File: config.mk
export PLATFORM = sky130hd
export DESIGN_NAME = timer_counter_psc
export DESIGN_NICKNAME = d
export VERILOG_FILES = /design/src/rtl/timer_pkg.sv /design/src/rtl/timer_prescaler.sv /design/src/rtl/timer_counter_psc.sv
export SDC_FILE = /design/constraint.sdc
export NUM_CORES = 1
export LEC_CHECK = 0
export ABC_AREA = 1
export CELL_PAD_IN_SITES_DETAIL_PLACEMENT = 1
export CELL_PAD_IN_SITES_GLOBAL_PLACEMENT = 1
export CORE_MARGIN = 3
export CORE_UTILIZATION = 37
export DETAILED_ROUTE_END_ITERATION = 6
export HOLD_SLACK_MARGIN = 0.08
export PLACE_DENSITY = 0.87
export SYNTH_ARGS = -nofsm -noshare
export SYNTH_HDL_FRONTEND = slang
export SYNTH_SLANG_ARGS = --single-unit
export TNS_END_PERCENT = 5
File: constraint.sdc
create_clock -name PCLK -period 4.5 [get_ports PCLK]
set_clock_uncertainty 0.2 [all_clocks]
set_input_delay 1.35 -clock PCLK [delete_from_list [all_inputs] [get_ports PCLK]]
set_output_delay 1.35 -clock PCLK [all_outputs]
set_load 0.1 [all_outputs]
File: src/rtl/timer_pkg.sv
// Shared constants and types for the prescaled timer family.
package timer_pkg;
  localparam logic [1:0] TMR_MODE_FREE    = 2'b00;
  localparam logic [1:0] TMR_MODE_RELOAD  = 2'b01;
  localparam logic [1:0] TMR_MODE_ONESHOT = 2'b10;

  localparam logic TMR_DIR_UP   = 1'b0;
  localparam logic TMR_DIR_DOWN = 1'b1;

  typedef struct packed {
    logic ovf;
    logic udf;
    logic cmp;
  } tmr_evt_t;
endpackage

File: src/rtl/timer_prescaler.sv
// Power-of-two prescaler: free-running count with a combinational tick
// whenever the low psc_sel bits are all ones.
module timer_prescaler #(
  parameter int PSC_SEL_W = 3
) (
  input  logic                 PCLK,
  input  logic                 PRESET_n,
  input  logic                 enable_i,
  input  logic                 clear_i,
  input  logic [PSC_SEL_W-1:0] psc_sel_i,
  output logic                 tick_o
);
  localparam int CNT_W = 2**PSC_SEL_W - 1;

  logic [CNT_W-1:0] psc_cnt_q, psc_cnt_d, mask;
  logic [CNT_W:0]   mask_full;

  // One extra bit so psc_sel at its maximum still forms an all-ones mask.
  assign mask_full = ((CNT_W+1)'(1) << psc_sel_i) - (CNT_W+1)'(1);
  assign mask      = mask_full[CNT_W-1:0];
  assign tick_o    = enable_i & ((psc_cnt_q & mask) == mask);

  always_comb begin
    psc_cnt_d = psc_cnt_q + CNT_W'(1);
    if (clear_i || !enable_i) psc_cnt_d = '0;
  end

  always_ff @(posedge PCLK) begin
    if (!PRESET_n) psc_cnt_q <= '0;
    else           psc_cnt_q <= psc_cnt_d;
  end
endmodule

File: src/rtl/timer_counter_psc.sv
// Up/down timer with free-run, auto-reload and one-shot modes, registered
// terminal/compare pulses, driven by the internal prescaler tick.
module timer_counter_psc
  import timer_pkg::*;
#(
  parameter int DATA_WIDTH = 8,
  parameter int PSC_SEL_W  = 3
) (
  input  logic                  PCLK,
  input  logic                  PRESET_n,
  input  logic                  count_enable,
  input  logic                  count_load,
  input  logic                  count_up_down,
  input  logic [1:0]            mode,
  input  logic [PSC_SEL_W-1:0]  psc_sel,
  input  logic [DATA_WIDTH-1:0] reload_value,
  input  logic [DATA_WIDTH-1:0] compare_value,
  output logic [DATA_WIDTH-1:0] TCNT_Out,
  output logic                  Set_OVF_pulse,
  output logic                  Set_UDF_pulse,
  output logic                  Set_CMP_pulse,
  output logic                  running
);
  localparam logic [DATA_WIDTH-1:0] CNT_MAX = '1;

  logic [DATA_WIDTH-1:0] cnt_q, cnt_d;
  logic                  armed_q, armed_d;
  tmr_evt_t              evt_q, evt_d;
  logic                  tick, advance, wrap_free, oneshot;

  timer_prescaler #(.PSC_SEL_W(PSC_SEL_W)) u_psc (
    .PCLK      (PCLK),
    .PRESET_n  (PRESET_n),
    .enable_i  (count_enable),
    .clear_i   (count_load),
    .psc_sel_i (psc_sel),
    .tick_o    (tick)
  );

  assign oneshot   = (mode == TMR_MODE_ONESHOT);
  // Mode 11 behaves as free-run.
  assign wrap_free = (mode != TMR_MODE_RELOAD) && !oneshot;
  assign advance   = !oneshot || armed_q;

  always_comb begin
    cnt_d   = cnt_q;
    armed_d = armed_q;
    evt_d   = '0;
    if (count_load) begin
      cnt_d   = reload_value;
      armed_d = 1'b1;
    end else if (tick && advance) begin
      if (count_up_down == TMR_DIR_UP) begin
        if (cnt_q == CNT_MAX) begin
          evt_d.ovf = 1'b1;
          cnt_d     = wrap_free ? '0 : reload_value;
          if (oneshot) armed_d = 1'b0;
        end else begin
          cnt_d = cnt_q + DATA_WIDTH'(1);
        end
      end else begin
        if (cnt_q == '0) begin
          evt_d.udf = 1'b1;
          cnt_d     = wrap_free ? CNT_MAX : reload_value;
          if (oneshot) armed_d = 1'b0;
        end else begin
          cnt_d = cnt_q - DATA_WIDTH'(1);
        end
      end
      evt_d.cmp = (cnt_d == compare_value);
    end
  end

  always_ff @(posedge PCLK) begin
    if (!PRESET_n) begin
      cnt_q   <= '0;
      armed_q <= 1'b0;
      evt_q   <= '0;
    end else begin
      cnt_q   <= cnt_d;
      armed_q <= armed_d;
      evt_q   <= evt_d;
    end
  end

  assign TCNT_Out      = cnt_q;
  assign Set_OVF_pulse = evt_q.ovf;
  assign Set_UDF_pulse = evt_q.udf;
  assign Set_CMP_pulse = evt_q.cmp;
  assign running       = count_enable & advance;
endmodule

After elaboration in Yosys (flattened, before gate mapping)
Index checks and enable logic that the tools add are counted.
{"block": "word_totals", "register_bits": 19, "mem_count": 0, "mem_bits_ro": 0, "latch_bits": 0, "out_inout_bits": 12, "ramBits": 0, "input_bits": 26, "word_cells": 54}
{"block": "op_classes", "n_lt_le_gt_ge": 0, "n_eq_ne": 6, "n_bitwise": 6, "addsub": 4, "mux": 17, "n_mul": 0, "n_reduce_logical": 14, "div": 0, "shift": 1}
{"op": "$mux 8", "count": 9}
{"op": "$add 8x1->8 const B", "count": 1}
{"op": "$eq 8x8->1", "count": 1}
{"op": "$eq 8x8->1 const B", "count": 1}
{"op": "$logic_not 8->1", "count": 1}
{"op": "$mux 1", "count": 8}
{"op": "$reduce_or 4->1", "count": 2}
{"op": "$sub 8x1->8 const B", "count": 1}
{"op": "$add 7x1->7 const B", "count": 1}
{"op": "$and 7x7->7", "count": 1}
{"op": "$eq 7x7->1", "count": 1}
{"op": "$shl 1x3->7 const A", "count": 1}
{"op": "$sub 7x2->7 const B", "count": 1}
{"op": "$ne 3x2->1 const B", "count": 1}
{"op": "$not 1->1", "count": 3}
{"op": "$reduce_and 3->1", "count": 1}
{"op": "$reduce_bool 3->1", "count": 1}
{"op": "$reduce_or 3->1", "count": 1}
{"op": "$and 1x1->1", "count": 2}
{"op": "$eq 2x2->1 const B", "count": 1}
{"op": "$logic_and 1x1->1", "count": 2}
{"op": "$logic_not 1->1", "count": 2}
{"op": "$logic_or 1x1->1", "count": 2}
{"op": "$ne 2x1->1 const B", "count": 1}
{"op": "other kinds (2)", "count": 2}

Depth between registers and ports, before layout
{"block": "logic_depth", "word_depth": 10, "ltp_mapped": 14, "mapped_depth_nobuf": 14}

Cells and area by module
A second synthesis with hierarchy kept.
{"block": "hier_totals", "hier_cells": 296, "hier_area_um2": 1760.4}
{"module": "timer_counter_psc", "seq_area_each_um2": 240.2, "cells_each": 242, "n_inst": 1, "area_each_um2": 1402.6}
{"module": "timer_prescaler", "seq_area_each_um2": 140.1, "cells_each": 54, "n_inst": 1, "area_each_um2": 357.8}

Worst setup path before layout
Ideal clock, no wire load.
{"block": "synth_timing", "path_kind": "input -> output", "start": "in mode[0]", "end": "out running", "path_stages": 4, "setup_slack_ps": 605, "arrival_ps": 2345, "n_path_buf": 0, "cell_sequence": "inv_1 ha_1 inv_1 o21a_1"}
{"block": "synth_between", "elab_chain_len": 4}
{"item": "start: declaration", "line": "timer_counter_psc.sv:14", "rtl": "input logic [1:0] mode,"}
{"item": "$eq 2x2->1", "line": "timer_counter_psc.sv:40", "rtl": "assign oneshot = (mode == TMR_MODE_ONESHOT);"}
{"item": "$logic_not 1->1", "line": "timer_counter_psc.sv:43", "rtl": "assign advance = !oneshot || armed_q;"}
{"item": "$logic_or 1x1->1", "line": "timer_counter_psc.sv:43"}
{"item": "$and 1x1->1", "line": "timer_counter_psc.sv:90", "rtl": "assign running = count_enable & advance;"}
{"item": "end: declaration", "line": "timer_counter_psc.sv:22", "rtl": "output logic running"}
No other way between the ends.

Final worst setup path
Same ends and word-level chain as after synthesis.

==> insert_results.sql <==
INSERT INTO impl_metrics (metric_group, metric, value, unit) VALUES
('status', 'status', 'finished, final reports clean', ''),
('critical_path', 'cp_num_buf_inv', '4', ''),
('synth', 'synth_seq_cells', '19', ''),
('run', 'cap_viol_max_count', '0', ''),
('clock_tree', 'cts_root_buf', 'sky130_fd_sc_hd__clkbuf_8', ''),
('synth', 'synth_cell_types', '30', ''),
('place', 'post-place-cells', '361', ''),
('critical_path', 'path_common_cell', 'sky130_fd_sc_hd__inv_1', ''),
('die', 'die_width', '72.86', 'µm'),
('route', 'first_iter_violations', '89', ''),
('power_and_ir_drop', 'leakage_power_total', '0.0009471', 'µW'),
('critical_path', 'worst_path_max_delay_cell', 'sky130_fd_sc_hd__clkdlybuf4s50_1', ''),
('synth', 'ys_seq_area_share', '23.00', '%'),
('clock_tree', 'cts_sinks', '19', ''),
('power_and_ir_drop', 'ratio_of_total_power_to_cell_area', '242.9', 'mW/mm²'),
('critical_path', 'critical_path_class', 'primary input to output port', ''),
('global_route', 'grtUsageMet3', '2.479', '%'),
('sta', 'tightest_hold_margin', '291.1', 'ps'),
('finish', 'drive_gt1_share', '6.984', '%'),
('clock_tree', 'ctsResizeCount', '0', ''),
('power_and_ir_drop', 'sum_of_internal_switching_and_leakage_power', '515.2', 'µW'),
('clock_tree', 'ctsHtreeMaxLevel', '1', ''),
('global_route', 'globalRouteMet1Util', '29.68', '%'),
('critical_path', 'critical_path.startpoint_type', 'primary input', ''),
('route', 'drt-vias-per-instance', '5.493', ''),
('global_route', 'first_pass_grt_wire_length', '9522', 'µm'),
('critical_path', 'ff2ff_setup_slack', '2170', 'ps'),
('die', 'num_io_pins', '38', ''),
('global_route', 'grt_max_degree', '15', ''),
('route', 'dr_total_vias', '2005', ''),
('critical_path', 'cpPeakStageDelay', '450', 'ps'),
('synth', 'synthesis.instances', '278', ''),
('finish', 'fin_nets', '347', ''),
('clock_tree', 'ctsHoldBuffers', '0', ''),
('critical_path', 'timing.critical_path.to_type', 'output port', ''),
('finish', 'final_core_util', '51.18', '%'),
('critical_path', 'crit_chain', 'clkdlybuf4s50_1 > inv_1 > ha_1 > inv_1 > o21a_1 > buf_12', ''),
('die', 'die_y', '72.86', 'µm'),
('sta', 'setup_repair_after_global_routing_missed_its_margin', 'no', ''),
('critical_path', 'cp.arrival', '2470', 'ps'),
('place', 'post-dp-hpwl', '4470', 'µm'),
('route', 'antenna_left', '0', ''),
('sta', 'achievable-frequency', '248.5', 'MHz'),
('sta', 'tightestPinTransition', '972.9', 'ps'),
('finish', 'final.fill_count', '591', ''),
('sta', 'final.setup.tns', '0', 'ps'),
('route', 'drt-pass1-iter-count', '4', ''),
('clock_tree', 'clock_tree.buffer_depth', '2', ''),
('clock_tree', 'clk_transition_reported_paths', '90', 'ps'),
('synth', 'syn_avg_cell_area', '5.950', 'µm²'),
('clock_tree', 'post_cts_buffers', '0', ''),
('sta', 'post-route-min-period', '4025', 'ps'),
('sta', 'final_min_period_over_clock_period', '89.44', '%'),
('synth', 'syn-num-nets', '309', ''),
('critical_path', 'critPathRequiredTime', '2950', 'ps'),
('route', 'drc_violations_left', '0', ''),
('finish', 'diodes', '0', ''),
('sta', 'setup_viol', '0', ''),
('global_route', 'total_global_route_track_usage', '23.21', '%'),
('global_route', 'grt_pass1_vias', '1935', ''),
('clock_tree', 'cts_buffers', '3', ''),
('place', 'portBuffers', '37', ''),
('global_route', 'grt_antenna_before_repair', '0', ''),
('sta', 'slew_violations', '0', ''),
('die', 'std_cell_rows', '23', ''),
('finish', 'instances_no_fill', '365', ''),
('clock_tree', 'tritoncts_clock_tree', 'yes', ''),
('route', 'route.detailed.wl_per_inst', '16.04', 'µm'),
('global_route', 'grt_util_met2', '40.18', '%'),
('die', 'die_area', '0.005309', 'mm²'),
('route', 'routed_wirelength', '5856', 'µm'),
('sta', 'number_of_hold_violations_in_the_final_report', '0', ''),
('power_and_ir_drop', 'vdd.ir_drop.worst', '114.8', 'µV'),
('sta', 'maxSlewHeadroom', '34.93', '%'),
('die', 'core', '0.004144', 'mm²'),
('min_path', 'hold_class', 'register to register', ''),
('clock_tree', 'worstSkewPairLatency', '270', 'ps'),
('global_route', 'grt_busiest_layer', 'met2', ''),
('critical_path', 'worst_path_dominant_cell_family', 'buffers and inverters', ''),
('place', 'gp_congestion', '0.8440', ''),
('die', 'start_util', '39.92', '%'),
('critical_path', 'critical_path.max_fanout', '2', ''),
('synth', 'syn-cell-area', '0.001654', 'mm²'),
('finish', 'synthToLayoutAreaGrowth', '28.21', '%'),
('synth', 'yosys_warnings', '0', ''),
('global_route', 'grt_overflow_total', '0', '');
[logic make-up after synthesis]
| kind of cell | share of synthesized area, % |
|---|---|
| AOI/OAI and AO/OA | 11.65 |
| and+or+nand+nor | 49.92 |
| DFF | 23.00 |
| xor gates and xnor gates | 2.648 |
| buffers and inverters | 9.001 |
| adders and majority gates | 3.782 |
[worst reg2reg max path: stages, from the launching register on]
cell                       delay, ps
sky130_fd_sc_hd__dfxtp_1         480
sky130_fd_sc_hd__inv_1           190
sky130_fd_sc_hd__ha_1            260
sky130_fd_sc_hd__nand3_1         140
sky130_fd_sc_hd__inv_1            70
sky130_fd_sc_hd__nand2_2         180
sky130_fd_sc_hd__nand3_1         130
sky130_fd_sc_hd__nand2_1          70
sky130_fd_sc_hd__nand2_1          90
sky130_fd_sc_hd__nand3b_1         90
sky130_fd_sc_hd__nand2_1          50
sky130_fd_sc_hd__nor2_1          150
sky130_fd_sc_hd__nand2_1          90
sky130_fd_sc_hd__nor2_2           70
[stage by stage]
step,cell area [µm²],worst slack [ps]
after global placement,2072,496.2
after detailed placement,2072,476.5
final,2121,475.3
after CTS,2121,475.5
after global routing,2121,418.0
after floorplan,1654,605.1
[sequential cells by signal, indices dropped and copies added (netlist names)]
name / cells
Set_CMP_pulse: 1
Set_OVF_pulse: 1
Set_UDF_pulse: 1
TCNT_Out: 8
armed_q: 1
u_psc.psc_cnt_q: 7
[path summary, 6_finish.rpt]
path                                          from                  to  depth (start not counted)
worst max-delay path                       mode[0]             running                          6
worst min-delay path            u_psc.psc_cnt_q[6]  u_psc.psc_cnt_q[6]                          2
worst max register to register         TCNT_Out[0]       Set_CMP_pulse                         13
worst min register to register  u_psc.psc_cnt_q[6]  u_psc.psc_cnt_q[6]                          2
[placed cells by master (no fill, tap or decap)]
cell,count
sky130_fd_sc_hd__dfxtp_1,19
sky130_fd_sc_hd__nor4_1,2
sky130_fd_sc_hd__clkinvlp_4,1
sky130_fd_sc_hd__nand4_1,7
sky130_fd_sc_hd__buf_4,4
sky130_fd_sc_hd__nor3_1,3
sky130_fd_sc_hd__nor3b_1,1
sky130_fd_sc_hd__o21a_1,1
sky130_fd_sc_hd__a31oi_1,9
sky130_fd_sc_hd__nor2_4,3
sky130_fd_sc_hd__nor2_8,1
sky130_fd_sc_hd__xor2_1,2
sky130_fd_sc_hd__o211ai_1,2
sky130_fd_sc_hd__nor2_2,3
sky130_fd_sc_hd__nand2_2,3
sky130_fd_sc_hd__clkbuf_8,3
sky130_fd_sc_hd__o21ai_0,6
sky130_fd_sc_hd__clkdlybuf4s50_1,33
sky130_fd_sc_hd__nand2_4,1
sky130_fd_sc_hd__a21oi_1,10
sky130_fd_sc_hd__xnor2_1,3
sky130_fd_sc_hd__o21ai_1,5
sky130_fd_sc_hd__buf_12,1
sky130_fd_sc_hd__inv_1,32
sky130_fd_sc_hd__o21ai_2,1
sky130_fd_sc_hd__inv_2,1
sky130_fd_sc_hd__nand2_1,91
sky130_fd_sc_hd__ha_1,5
sky130_fd_sc_hd__nor2_1,20
sky130_fd_sc_hd__nand3_1,35
sky130_fd_sc_hd__nand3b_1,7
[power breakdown]
| group | switching [µW] | total (µW) | internal (µW) | leakage [µW] |
|---|---|---|---|---|
| sequential | 11.4 | 185 | 173 | 0.000155 |
| combinational | 127 | 195 | 67.9 | 0.000770 |
| clock | 72.8 | 136 | 62.8 | 0.0000217 |
[Yosys cell counts]
master,count,area share (%)
sky130_fd_sc_hd__nor2_8,1,1.2
sky130_fd_sc_hd__buf_2,2,0.61
sky130_fd_sc_hd__a21oi_1,10,3.0
sky130_fd_sc_hd__nor3b_1,1,0.45
sky130_fd_sc_hd__dfxtp_1,19,23
sky130_fd_sc_hd__nand2_1,91,21
sky130_fd_sc_hd__o21ai_2,1,0.53
sky130_fd_sc_hd__xnor2_1,3,1.6
sky130_fd_sc_hd__nand2_4,1,0.68
sky130_fd_sc_hd__nand4_1,7,2.6
sky130_fd_sc_hd__a31oi_1,9,3.4
sky130_fd_sc_hd__nand2_2,3,1.1
sky130_fd_sc_hd__xor2_1,2,1.1
sky130_fd_sc_hd__o21ai_1,5,1.5
sky130_fd_sc_hd__buf_1,1,0.23
sky130_fd_sc_hd__nor4_1,2,0.76
sky130_fd_sc_hd__nor2_2,3,1.1
sky130_fd_sc_hd__nor3_1,3,0.91
sky130_fd_sc_hd__o21ai_0,6,1.8
sky130_fd_sc_hd__inv_2,1,0.23
sky130_fd_sc_hd__nor2_1,20,4.5
sky130_fd_sc_hd__clkbuf_1,1,0.23
sky130_fd_sc_hd__o211ai_1,2,0.91
sky130_fd_sc_hd__nand3_1,35,11
sky130_fd_sc_hd__nand3b_1,7,3.2
sky130_fd_sc_hd__ha_1,5,3.8
sky130_fd_sc_hd__buf_4,1,0.45
sky130_fd_sc_hd__inv_1,32,7.3
sky130_fd_sc_hd__nor2_4,3,2.0
sky130_fd_sc_hd__o21a_1,1,0.45
[metal layers]
metal  vias up  wire, µm
met4         0       123
met5         -         0
met3        13       264
li1        995         -
met2        57      2838
met1       940      2629
[layout make-up]
class,count,area [µm²],share of cell area (%)
tap,50,62.56,2.950
clock inverter,1,7.507,0.3540
clock buffer,3,41.29,1.947
sequential,19,380.4,17.94
timing repair buffer,38,380.4,17.94
multi-input combinational,221,1125,53.04
inverter,33,123.9,5.841
Power figures use the tool's default switching activity.
